[src/rtl/uart_frame_assembler.sv]
// UART byte stream to parallel frame assembler.
// Header-delimited frames, inter-byte timeout, held until handshake.
module uart_frame_assembler #(
  parameter int          N           = 8,
  parameter int          WIDTH       = 16,
  parameter logic [7:0]  HDR         = 8'hA5,
  parameter int          TIMEOUT_CYC = (100_000_000 / 115200) * 20
) (
  input  logic                 clk,
  input  logic                 rst,
  input  logic [7:0]           rx_data,
  input  logic                 rx_valid,
  output logic [N*WIDTH-1:0]   frame_data,
  output logic                 frame_valid,
  input  logic                 frame_ready,
  output logic                 busy,
  output logic                 err_timeout,
  output logic                 err_overrun
);

  localparam int BYTES = N * WIDTH / 8;
  localparam int CW    = $clog2(BYTES + 1);
  localparam int GW    = $clog2(TIMEOUT_CYC + 1);

  typedef enum logic [1:0] {
    IDLE,
    COLLECT,
    HOLD
  } state_t;

  state_t        state;
  logic [CW-1:0] byte_cnt;
  logic [GW-1:0] gap_cnt;
  logic          is_hdr;

  assign is_hdr = rx_valid && (rx_data == HDR);

  always_ff @(posedge clk) begin
    if (rst) begin
      state       <= IDLE;
      byte_cnt    <= '0;
      gap_cnt     <= '0;
      frame_data  <= '0;
      frame_valid <= 1'b0;
      busy        <= 1'b0;
      err_timeout <= 1'b0;
      err_overrun <= 1'b0;
    end else begin
      err_timeout <= 1'b0;
      err_overrun <= 1'b0;
      unique case (state)
        IDLE: begin
          if (is_hdr) begin
            state    <= COLLECT;
            busy     <= 1'b1;
            byte_cnt <= '0;
            gap_cnt  <= '0;
          end
        end
        COLLECT: begin
          if (rx_valid) begin
            for (int i = 0; i < BYTES; i++) begin
              if (byte_cnt == CW'(i))
                frame_data[i*8 +: 8] <= rx_data;
            end
            gap_cnt <= '0;
            if (byte_cnt == CW'(BYTES - 1)) begin
              state       <= HOLD;
              frame_valid <= 1'b1;
              byte_cnt    <= '0;
            end else begin
              byte_cnt <= byte_cnt + CW'(1);
            end
          end else if (gap_cnt == GW'(TIMEOUT_CYC - 1)) begin
            err_timeout <= 1'b1;
            state       <= IDLE;
            busy        <= 1'b0;
            byte_cnt    <= '0;
            gap_cnt     <= '0;
          end else begin
            gap_cnt <= gap_cnt + GW'(1);
          end
        end
        HOLD: begin
          // frame_valid is always high here, so ready alone completes it
          if (frame_ready) begin
            frame_valid <= 1'b0;
            if (is_hdr) begin
              state    <= COLLECT;
              byte_cnt <= '0;
              gap_cnt  <= '0;
            end else begin
              state       <= IDLE;
              busy        <= 1'b0;
              err_overrun <= rx_valid;
            end
          end else if (rx_valid) begin
            err_overrun <= 1'b1;
          end
        end
        default: begin
          state <= IDLE;
          busy  <= 1'b0;
        end
      endcase
    end
  end

endmodule

[config.mk]
export PLATFORM = sky130hd
export DESIGN_NAME = uart_frame_assembler
export DESIGN_NICKNAME = d
export VERILOG_FILES = /design/src/rtl/uart_frame_assembler.sv
export SDC_FILE = /design/constraint.sdc
export NUM_CORES = 1
export LEC_CHECK = 0
export CAP_MARGIN = 20
export CORE_MARGIN = 1.5
export CORE_UTILIZATION = 35
export CTS_BUF_LIST = sky130_fd_sc_hd__clkbuf_2
export CTS_CLUSTER_DIAMETER = 60
export DETAILED_ROUTE_END_ITERATION = 6
export HOLD_SLACK_MARGIN = 0.06
export PLACE_DENSITY_LB_ADDON = 0.15
export SLEW_MARGIN = 10
export SYNTH_ARGS = -nofsm -noshare
export SYNTH_HDL_FRONTEND = slang
export SYNTH_SLANG_ARGS = --single-unit
[constraint.sdc]
create_clock -name clk -period 1.83 [get_ports clk]
set_input_delay 0.183 -clock clk [delete_from_list [all_inputs] [get_ports clk]]
set_output_delay 0.183 -clock clk [all_outputs]
set_load 0.02 [all_outputs]
==> metrics.md, run 1 <==
| Metric | Value |
|---|---|
| Via count | `5048` |
| Area growth syn-to-layout | `34.5%` |
| GRT Overall Usage | `19.5%` |
| Root Driver | `clkbuf_2` |
| Vias per inst | `4.90` |
| Slew HR | `65.1%` |
| Slew Viols, Final | `0` |
| Die area | `18600 um^2` |
| Synth Cell Area | `6220 um^2` |
| Gpl congestion | `0.861` |
| WP data required | `2.46 ns` |
| Class of the most critical setup path | `reg -> reg` |
| Clock Tree Buf Depth | `2` |
| Leading area contributor after synthesis | `dfxtp_1` |
| Proportion of synthesized chip area in sequential cells | `49.6%` |
| WP data arrival | `2.40 ns` |
| Final setup fails | `0` |
| Min Tclk post-route | `1.77 ns` |
| Io pins | `144` |
| Hold slack | `0.204 ns` |
| Post-CTS Setup Bufs | `0` |
| First-pass GRT wire length | `27.5 mm` |
| Final nets | `808` |
| Clock transition at path regs | `0.21 ns` |
| Starting Density | `35.8%` |
| Largest stage delay, worst path | `0.56 ns` |
| Top cells by area, synth | `dfxtp_1, mux2i_1, nor2_1, clkbuf_1, nor3_4` |
| Place WS | `-0.212 ns` |
| Area after DPL | `8230 um^2` |
| Post-route antenna net violation count | `0` |
| Std cell rows | `48` |
| Vias in the first global route | `4946` |
| # clock sinks | `154` |
| Iter 0 DRT Violations | `322` |
| WL per Instance | `17.2 um` |
| Initial antenna violation count | `1` |
| Area of the core | `17400 um^2` |
| Pin count of the biggest net entering global routing | `106` |
| Post-layout util | `48.2%` |
| Count of different cell masters after synthesis | `54` |
| Syn Nets | `640` |
| Yosys reg bits | `154` |
| CP Cell Sequence | `or4b_4 -> a41oi_2 -> buf_12 -> a41oi_1 -> a31oi_1` |
| Syn Inst Count | `623` |
| Inst Count DP | `996` |
| Input/output buffers | `143` |
| Setup TNS | `0 ns` |
| Yosys warns | `0` |
| VDD IR-drop max | `0.487 mV` |
| Pwr Total | `5.51 mW` |
| Most common cell in the netlist | `dfxtp_1` |
| Remaining DRCs | `0` |
| Die Ht | `136 um` |
| Post-synth EDFFs | `0` |
| Post-layout instance area | `8370 um^2` |
| Non-filler cells, final | `1030` |
| Placed wire-length estimate | `12.1 mm` |
| Layout cells sized above 1 | `13.1%` |
| CP max stage cell | `or4b_4` |
| FFs w/ async S/R, synth | `0%` |
| DR pass1 iterations | `5` |
| Chip Width | `136 um` |
| Remaining Overflow, GRT | `0` |
| Critical path endpoint category | `flop` |
| Commonest cells post-synth | `dfxtp_1, nor2_1, mux2i_1` |
| Worst Tran Pin Value | `0.523 ns` |
| TritonCTS clock tree | `yes` |
| Overall routed net length | `17.7 mm` |
| Maxcap violations | `0` |
| Mean area per synthesized cell | `9.98 um^2` |
| Leak | `4.11 nW` |
| CP Launch Type | `flop` |
| Yosys top cell area share | `49.6%` |
| H-tree depth | `4` |
| Setup Skew | `0.0334 ns` |
| Top FF cell, synth | `dfxtp_1` |
| Final period util | `96.5%` |
| Outcome | `complete, no violations` |
| CTS buffer count | `17` |
| Min-Delay Path Class | `in -> reg` |
| Setup WS post-layout | `0.0634 ns` |
| FMAX | `566 MHz` |
| Hold Vio Cnt, Final | `0` |
| Crit path max fanout | `20` |
| Worst-Skew Late Latency | `0.69 ns` |
| Power per Cell Area | `658 nW/um^2` |
[sequential cells by signal, indices dropped and copies added, names as in the netlist]
name and flops:
busy 1, state 2, err_timeout 1, gap_cnt 15, err_overrun 1, byte_cnt 5, frame_data 128, frame_valid 1
[cell type report]
cell class	instances	area, um^2
Clock buffer	19	95.1
Inverter	7	26.3
Clock inverter	13	151
Antenna cell	1	2.50
Fill cell	1659	8990
Sequential cell	154	3090
Multi-Input combinational cell	416	2940
Timing Repair Buffer	195	1780
Tap cell	225	282
[what timing repair did]
item / 4_1_cts / 5_1_grt
endpoints found under the setup margin: 138 / 36
pin swaps: 0 / 1
gates resized for setup: 134 / 8
hold buffers: 1 / 0
hold endpoints to repair: 101 / 0
[per-layer routing]
layer	track usage, %	vias up	routed length, um
met3	6.79	8	1090
met5	0	-	0
li1	-	2492	-
met4	5.08	0	159
met2	32.3	139	8420
met1	24.2	2409	8050
[cells in the final DEF (no fill, tap or decap), drive strengths merged, types with 2 or more instances in the layout]
| master | synthesis | routed |
|---|---|---|
| nand3b | 3 | 3 |
| nor2 | 140 | 140 |
| and2 | 4 | 4 |
| clkdlybuf4s50 | 0 | 10 |
| nor3 | 12 | 12 |
| and3 | 4 | 4 |
| a211oi | 2 | 2 |
| dlygate4sd2 | 0 | 132 |
| nand2b | 11 | 11 |
| clkbuf | 34 | 19 |
| a31oi | 10 | 10 |
| nand4 | 4 | 4 |
| a22oi | 2 | 2 |
| nand3 | 17 | 17 |
| nor4b | 5 | 5 |
| inv | 7 | 8 |
| clkinv | 0 | 6 |
| o211ai | 3 | 3 |
| nand2 | 12 | 12 |
| buf | 12 | 52 |
| nor2b | 7 | 7 |
| dfxtp | 154 | 154 |
| a22o | 2 | 2 |
| a21oi | 10 | 10 |
| bufinv | 0 | 3 |
| mux2i | 129 | 129 |
| clkinvlp | 0 | 3 |
| o21ai | 8 | 8 |
| and4 | 5 | 5 |
| a41oi | 3 | 3 |
| ha | 5 | 5 |
[kinds of logic after synthesis]
family	Yosys count	share of synthesized area, %
mux	129	20.8
fa+ha+maj	5	1.01
simple gates	231	19.0
buf+inv	53	3.90
xor+xnor	1	0.141
flops	154	49.6
compound gates	50	5.63
[power by group]
group	leakage (nW)	switching, mW	internal, mW
Clock	0.143	1.18	0.758
Sequential	1.24	0.000318	3.36
Combinational	2.73	0.144	0.0596
Total	4.11	1.33	4.18
[worst paths after layout]
kind                                     start              to  slack [ns]  depth (start not counted)
worst min-delay path               frame_ready     err_overrun        0.20                          3
worst max register to register        state[1]     gap_cnt[14]        0.06                          5
worst min register to register  frame_data[57]  frame_data[57]        0.51                          2
worst max-delay path                  state[1]     gap_cnt[14]        0.06                          5
[critical path, delay by kind of cell, from the launching register on]
kind                   cells  cell delay, ns
and+or+nand+nor            1            0.56
buffers and inverters      1            0.19
AOI/OAI and AO/OA          3            0.55
DFF                        1            0.43
(Power assumes the default switching activity.)
==> run 2, diff against run 1 <==
Settings changed: REMOVE_ABC_BUFFERS set to 1.
==> metrics.md, run 2 (same netlist as run 1, synthesis figures left out) <==
| Metric | Value |
|---|---|
| WP data required | `2.46 ns` |
| Setup WS post-layout | `0.0676 ns` |
| Max FFs per register | `128` |
| Max layer used | `met4` |
| DR WL met3 | `1.03 mm` |
| Area of the core | `17400 um^2` |
| Post-Route M1 WL | `7.94 mm` |
| CP Launch Type | `flop` |
| Clock transition at path regs | `0.23 ns` |
| Hold worst-path end | `err_overrun` |
| Final nets | `805` |
| Area growth syn-to-layout | `34.6%` |
| Hold Vio Cnt, Final | `0` |
| Slew HR | `58.1%` |
| FMAX | `567 MHz` |
| Initial antenna violation count | `1` |
| WL per Instance | `16.7 um` |
| Remaining Overflow, GRT | `0` |
| Worst-Skew Late Latency | `0.70 ns` |
| Die Ht | `136 um` |
| First-pass GRT wire length | `26.6 mm` |
| RR Startpoint | `state[0]` |
| Pwr Total | `5.82 mW` |
| DR pass1 iterations | `4` |
| Most common cell after layout, fill and taps aside | `dfxtp_1` |
| Die area | `18600 um^2` |
| Reg2Reg Depth | `5` |
| Gpl congestion | `0.854` |
| Class of the most critical setup path | `reg -> reg` |
| Maxcap violations | `0` |
| Power per Cell Area | `695 nW/um^2` |
| H-tree depth | `4` |
| Leak | `4.13 nW` |
| Setup Skew | `0.0237 ns` |
| Final period util | `96.3%` |
| Io pins | `144` |
| Layout cells sized above 1 | `12.7%` |
| Placed wire-length estimate | `11.7 mm` |
| Setup TNS | `0 ns` |
| Worst hold stages | `3` |
| VDD IR-drop max | `0.439 mV` |
| Chip Width | `136 um` |
| Final setup fails | `0` |
| Clock Tree Buf Depth | `2` |
| # clock sinks | `154` |
| Largest register by flop count | `frame_data` |
| Post-layout util | `48.2%` |
| Unrepaired setup endpoints after global routing | `yes` |
| Remaining DRCs | `0` |
| Min-Delay Path Class | `in -> reg` |
| Place WS | `-0.272 ns` |
| Min Tclk post-route | `1.76 ns` |
| Biggest regs | `frame_data: 128 flops, gap_cnt: 15 flops, byte_cnt: 5 flops` |
| Crit path max fanout | `20` |
| FF-to-FF End | `gap_cnt[14]` |
| Outcome | `complete, no violations` |
| Post-route antenna net violation count | `0` |
| Commonest cells after routing, fill and taps aside | `dfxtp_1, nor2_1, dlygate4sd2_1` |
| Post-CTS Setup Bufs | `0` |
| Slew Viols, Final | `0` |
| Fill cell count | `1677` |
| Routed length on met2 | `7.90 mm` |
| Root Driver | `clkbuf_2` |
| Via count | `5068` |
| CTS buffer count | `17` |
| Starting Density | `35.8%` |
| R2R Setup Slk | `0.07 ns` |
| WP data arrival | `2.39 ns` |
| TritonCTS clock tree | `yes` |
| HP Start | `rx_valid` |
| Std cell rows | `48` |
| Input/output buffers | `143` |
| Iter 0 DRT Violations | `199` |
| Critical path endpoint category | `flop` |
| Worst Tran Pin Value | `0.629 ns` |
| Overall routed net length | `17.2 mm` |
| Vias per inst | `4.93` |
| GRT Overall Usage | `18.8%` |
| Pin count of the biggest net entering global routing | `129` |
| Vias in the first global route | `4971` |
==> run 2: how the worst max path moves through the flow <==
stage	slack, ns	cells past startpoint	end	from
5_1_grt	-0.003	5	gap_cnt[14]	state[1]
6_report	0.07	5	gap_cnt[14]	state[0]
3_3_place_gp	-0.26	7	byte_cnt[3]	rx_data[3]
3_5_place_dp	-0.27	7	byte_cnt[3]	rx_data[3]
4_1_cts	0.02	4	byte_cnt[1]	state[0]
2_1_floorplan	-0.49	4	frame_data[120]	state[1]
==> run 2: repair_timing <==
| item | CTS | global route |
|---|---|---|
| hold buffers | 1 | 0 |
| setup endpoints to repair | 137 | 28 |
| endpoints found under the hold margin | 21 | 0 |
| pin swaps | 0 | 1 |
| resized for setup | 134 | 5 |
==> run 2: area by class of cell <==
class                      count  area (um^2)  share of cell area (%)
inverter                       7         26.3                   0.314
clock buffer                  17         85.1                    1.02
sequential                   154         3080                    36.8
timing repair buffer         192         1750                    20.9
clock inverter                15          215                    2.57
antenna                        1         2.50                  0.0299
tap                          225          282                    3.36
multi-input combinational    416         2930                    35.0
==> run 2: stage by stage <==
step / cell area (um^2) / std cells / hold WS, ns
6_report: 8370 / 1027 / 0.266
2_1_floorplan: 6000 / 577 / 0.255
4_1_cts: 8350 / 1026 / 0.170
3_5_place_dp: 8190 / 993 / 0.472
3_3_place_gp: 8190 / 993 / 0.447
5_1_grt: 8370 / 1027 / 0.181
==> run 2: layer usage <==
| layer | vias up | GRT usage, % |
|---|---|---|
| met5 | - | 0 |
| met4 | 0 | 5.38 |
| met3 | 16 | 6.30 |
| met2 | 128 | 30.0 |
| met1 | 2439 | 24.0 |
| li1 | 2485 | - |
==> run 2: report_power, final <==
part / switching (mW) / internal [mW]
registers: 0.000290 / 3.36
clock network: 1.32 / 0.933
logic: 0.145 / 0.0595
==> run 2: worst max-delay path: stages (launching register included) <==
cell	delay [ns]
dfxtp_1	0.48
or4b_4	0.50
a41oi_2	0.22
buf_12	0.18
a41oi_1	0.13
a31oi_1	0.17
==> run 3, diff against run 2 <==
--- a/constraint.sdc
+++ b/constraint.sdc
@@ -3,2 +3,2 @@
 set_output_delay 0.183 -clock clk [all_outputs]
-set_load 0.02 [all_outputs]
+set_load 0.005 [all_outputs]
==> metrics.md, run 3 (same netlist as run 1, synthesis figures left out) <==
| Metric | Value |
|---|---|
| RR Startpoint | `state[0]` |
| Clock transition at path regs | `0.23 ns` |
| GRT Overall Usage | `18.9%` |
| Psw | `1.46 mW` |
| Most common cell after layout, fill and taps aside | `nor2_1` |
| WP data required | `2.45 ns` |
| Final nets | `810` |
| Hold Vio Cnt, Final | `0` |
| Input/output buffers | `143` |
| Clock Power Share | `38.7%` |
| Std cell rows | `48` |
| Remaining Overflow, GRT | `0` |
| Initial antenna violation count | `1` |
| Hold worst-path end | `err_overrun` |
| Min Tclk post-route | `1.77 ns` |
| Pwr Total | `5.81 mW` |
| Die Ht | `136 um` |
| Area growth syn-to-layout | `38.3%` |
| Maxcap violations | `0` |
| CP Launch Type | `flop` |
| WL per Instance | `16.7 um` |
| Worst Tran Pin Value | `0.613 ns` |
| Max FFs per register | `128` |
| Layout cells sized above 1 | `29.7%` |
| FMAX | `565 MHz` |
| Crit path max fanout | `20` |
| Outcome | `complete, no violations` |
| Clock Tree Buf Depth | `2` |
| VDD IR-drop max | `0.431 mV` |
| Reg2Reg Depth | `5` |
| Largest stage delay, worst path | `0.50 ns` |
| R2R Setup Slk | `0.06 ns` |
| WP data arrival | `2.39 ns` |
| Biggest regs | `frame_data: 128 flops, gap_cnt: 15 flops, byte_cnt: 5 flops` |
| Switching part of the total | `25.1%` |
| Iter 0 DRT Violations | `218` |
| Pint | `4.35 mW` |
| Gpl congestion | `0.854` |
| Power per Cell Area | `675 nW/um^2` |
| Pin count of the biggest net entering global routing | `129` |
| Chip Width | `136 um` |
| H-tree depth | `4` |
| Worst-Skew Late Latency | `0.69 ns` |
| Post-layout util | `49.6%` |
| Remaining DRCs | `0` |
| Largest register by flop count | `frame_data` |
| Hold slack | `0.275 ns` |
| Vias in the first global route | `5025` |
| Placed wire-length estimate | `11.7 mm` |
| # clock sinks | `154` |
| Starting Density | `35.8%` |
| Via count | `5112` |
| Worst path top cell family by delay | `compound AO/OA/AOI/OAI gates` |
| TritonCTS clock tree | `yes` |
| Overall routed net length | `17.2 mm` |
| Busiest grt layer | `met2` |
| DR pass1 iterations | `4` |
| CP max stage cell | `or4b_4` |
| Min-Delay Path Class | `in -> reg` |
| Commonest cells after routing, fill and taps aside | `nor2_1, dfxtp_2, mux2i_1` |
| Final period util | `96.8%` |
| Post-route antenna net violation count | `0` |
| Crit. Startpoint | `state[0]` |
| Class of the most critical setup path | `reg -> reg` |
| Die area | `18600 um^2` |
| Grt met1 use | `24.4%` |
| Grt met3 use | `6.30%` |
| Root Driver | `clkbuf_2` |
| HP Start | `rx_valid` |
| GR Util met2 | `30.1%` |
| Seq pwr share | `57.8%` |
| Slew Viols, Final | `0` |
| Worst hold stages | `3` |
| CTS buffer count | `17` |
| Area of the core | `17400 um^2` |
| Bufs and invs on worst path | `1` |
| Final setup fails | `0` |
| CP Cell Sequence | `or4b_4 -> a41oi_2 -> buf_12 -> a41oi_1 -> a31oi_1` |
| Slew HR | `59.1%` |
| Setup TNS | `0 ns` |
| Io pins | `144` |
| Vias per inst | `4.95` |
| Leak | `4.32 nW` |
| Setup Skew | `0.0241 ns` |
| Critical path endpoint category | `flop` |
| Logic pwr share | `3.5%` |
| FF-to-FF End | `gap_cnt[14]` |
| First-pass GRT wire length | `26.8 mm` |
run 3: cell types whose count changed in the layout (fill, tap and decap cells not counted):
cell / change
dfxtp_1: -132
dlymetal6s2s_1: +7
dlygate4sd2_1: -7
buf_4: +5
dfxtp_2: +132
run 3: metal layers:
layer  wire length [um]  up-vias
met3               1050       20
met1               7990     2464
met2               7890      137
met4                304        0
met5                  0        -
li1                   -     2491
run 3: metrics by stage:
| stage | worst slack (ns) | instance area, um^2 | cells |
|---|---|---|---|
| after detailed placement | -0.272 | 8190 | 993 |
| after global routing | -0.00127 | 8600 | 1032 |
| final | 0.0590 | 8600 | 1032 |
| after global placement | -0.257 | 8190 | 993 |
| after floorplan | -0.492 | 6000 | 577 |
| after CTS | 0.000285 | 8560 | 1031 |
run 3: cell type report:
type | count | area [um^2]
Antenna cell | 1 | 2.50
Tap cell | 225 | 282
Fill cell | 1644 | 8750
Inverter | 7 | 26.3
Multi-Input combinational cell | 416 | 2930
Clock inverter | 15 | 215
Sequential cell | 154 | 3250
Clock buffer | 17 | 85.1
Timing Repair Buffer | 197 | 1810
run 3: how the worst max path moves through the flow:
stage	to	slack [ns]	cells past startpoint
2_1_floorplan	frame_data[120]	-0.49	4
3_3_place_gp	byte_cnt[3]	-0.26	7
4_1_cts	frame_data[14]	0.0003	1
5_1_grt	gap_cnt[14]	-0.001	5
3_5_place_dp	byte_cnt[3]	-0.27	7
6_report	gap_cnt[14]	0.06	5
run 3: repair_timing:
action | CTS | global route
resized for setup | 257 | 14
buffers inserted | 5 | 0
endpoints found under the hold margin | 21 | 0
cloned | 0 | 0
setup endpoints to repair | 135 | 36
pin swaps | 0 | 1
hold buffers | 1 | 0
run 3: worst min-delay path, stage by stage:
cell             delay [ns]
clkdlybuf4s50_1        0.54
nand4_1                0.15
a31oi_1                0.06
run 3: power groups by stage:
stage | Combinational [mW] | Sequential (mW) | Clock, mW
after global placement | 0.202 | 3.43 | 0
after global routing | 0.218 | 3.36 | 2.47
final | 0.205 | 3.36 | 2.25
after detailed placement | 0.205 | 3.43 | 0
after floorplan | 0.0229 | 3.43 | 0
after CTS | 0.207 | 3.36 | 2.34
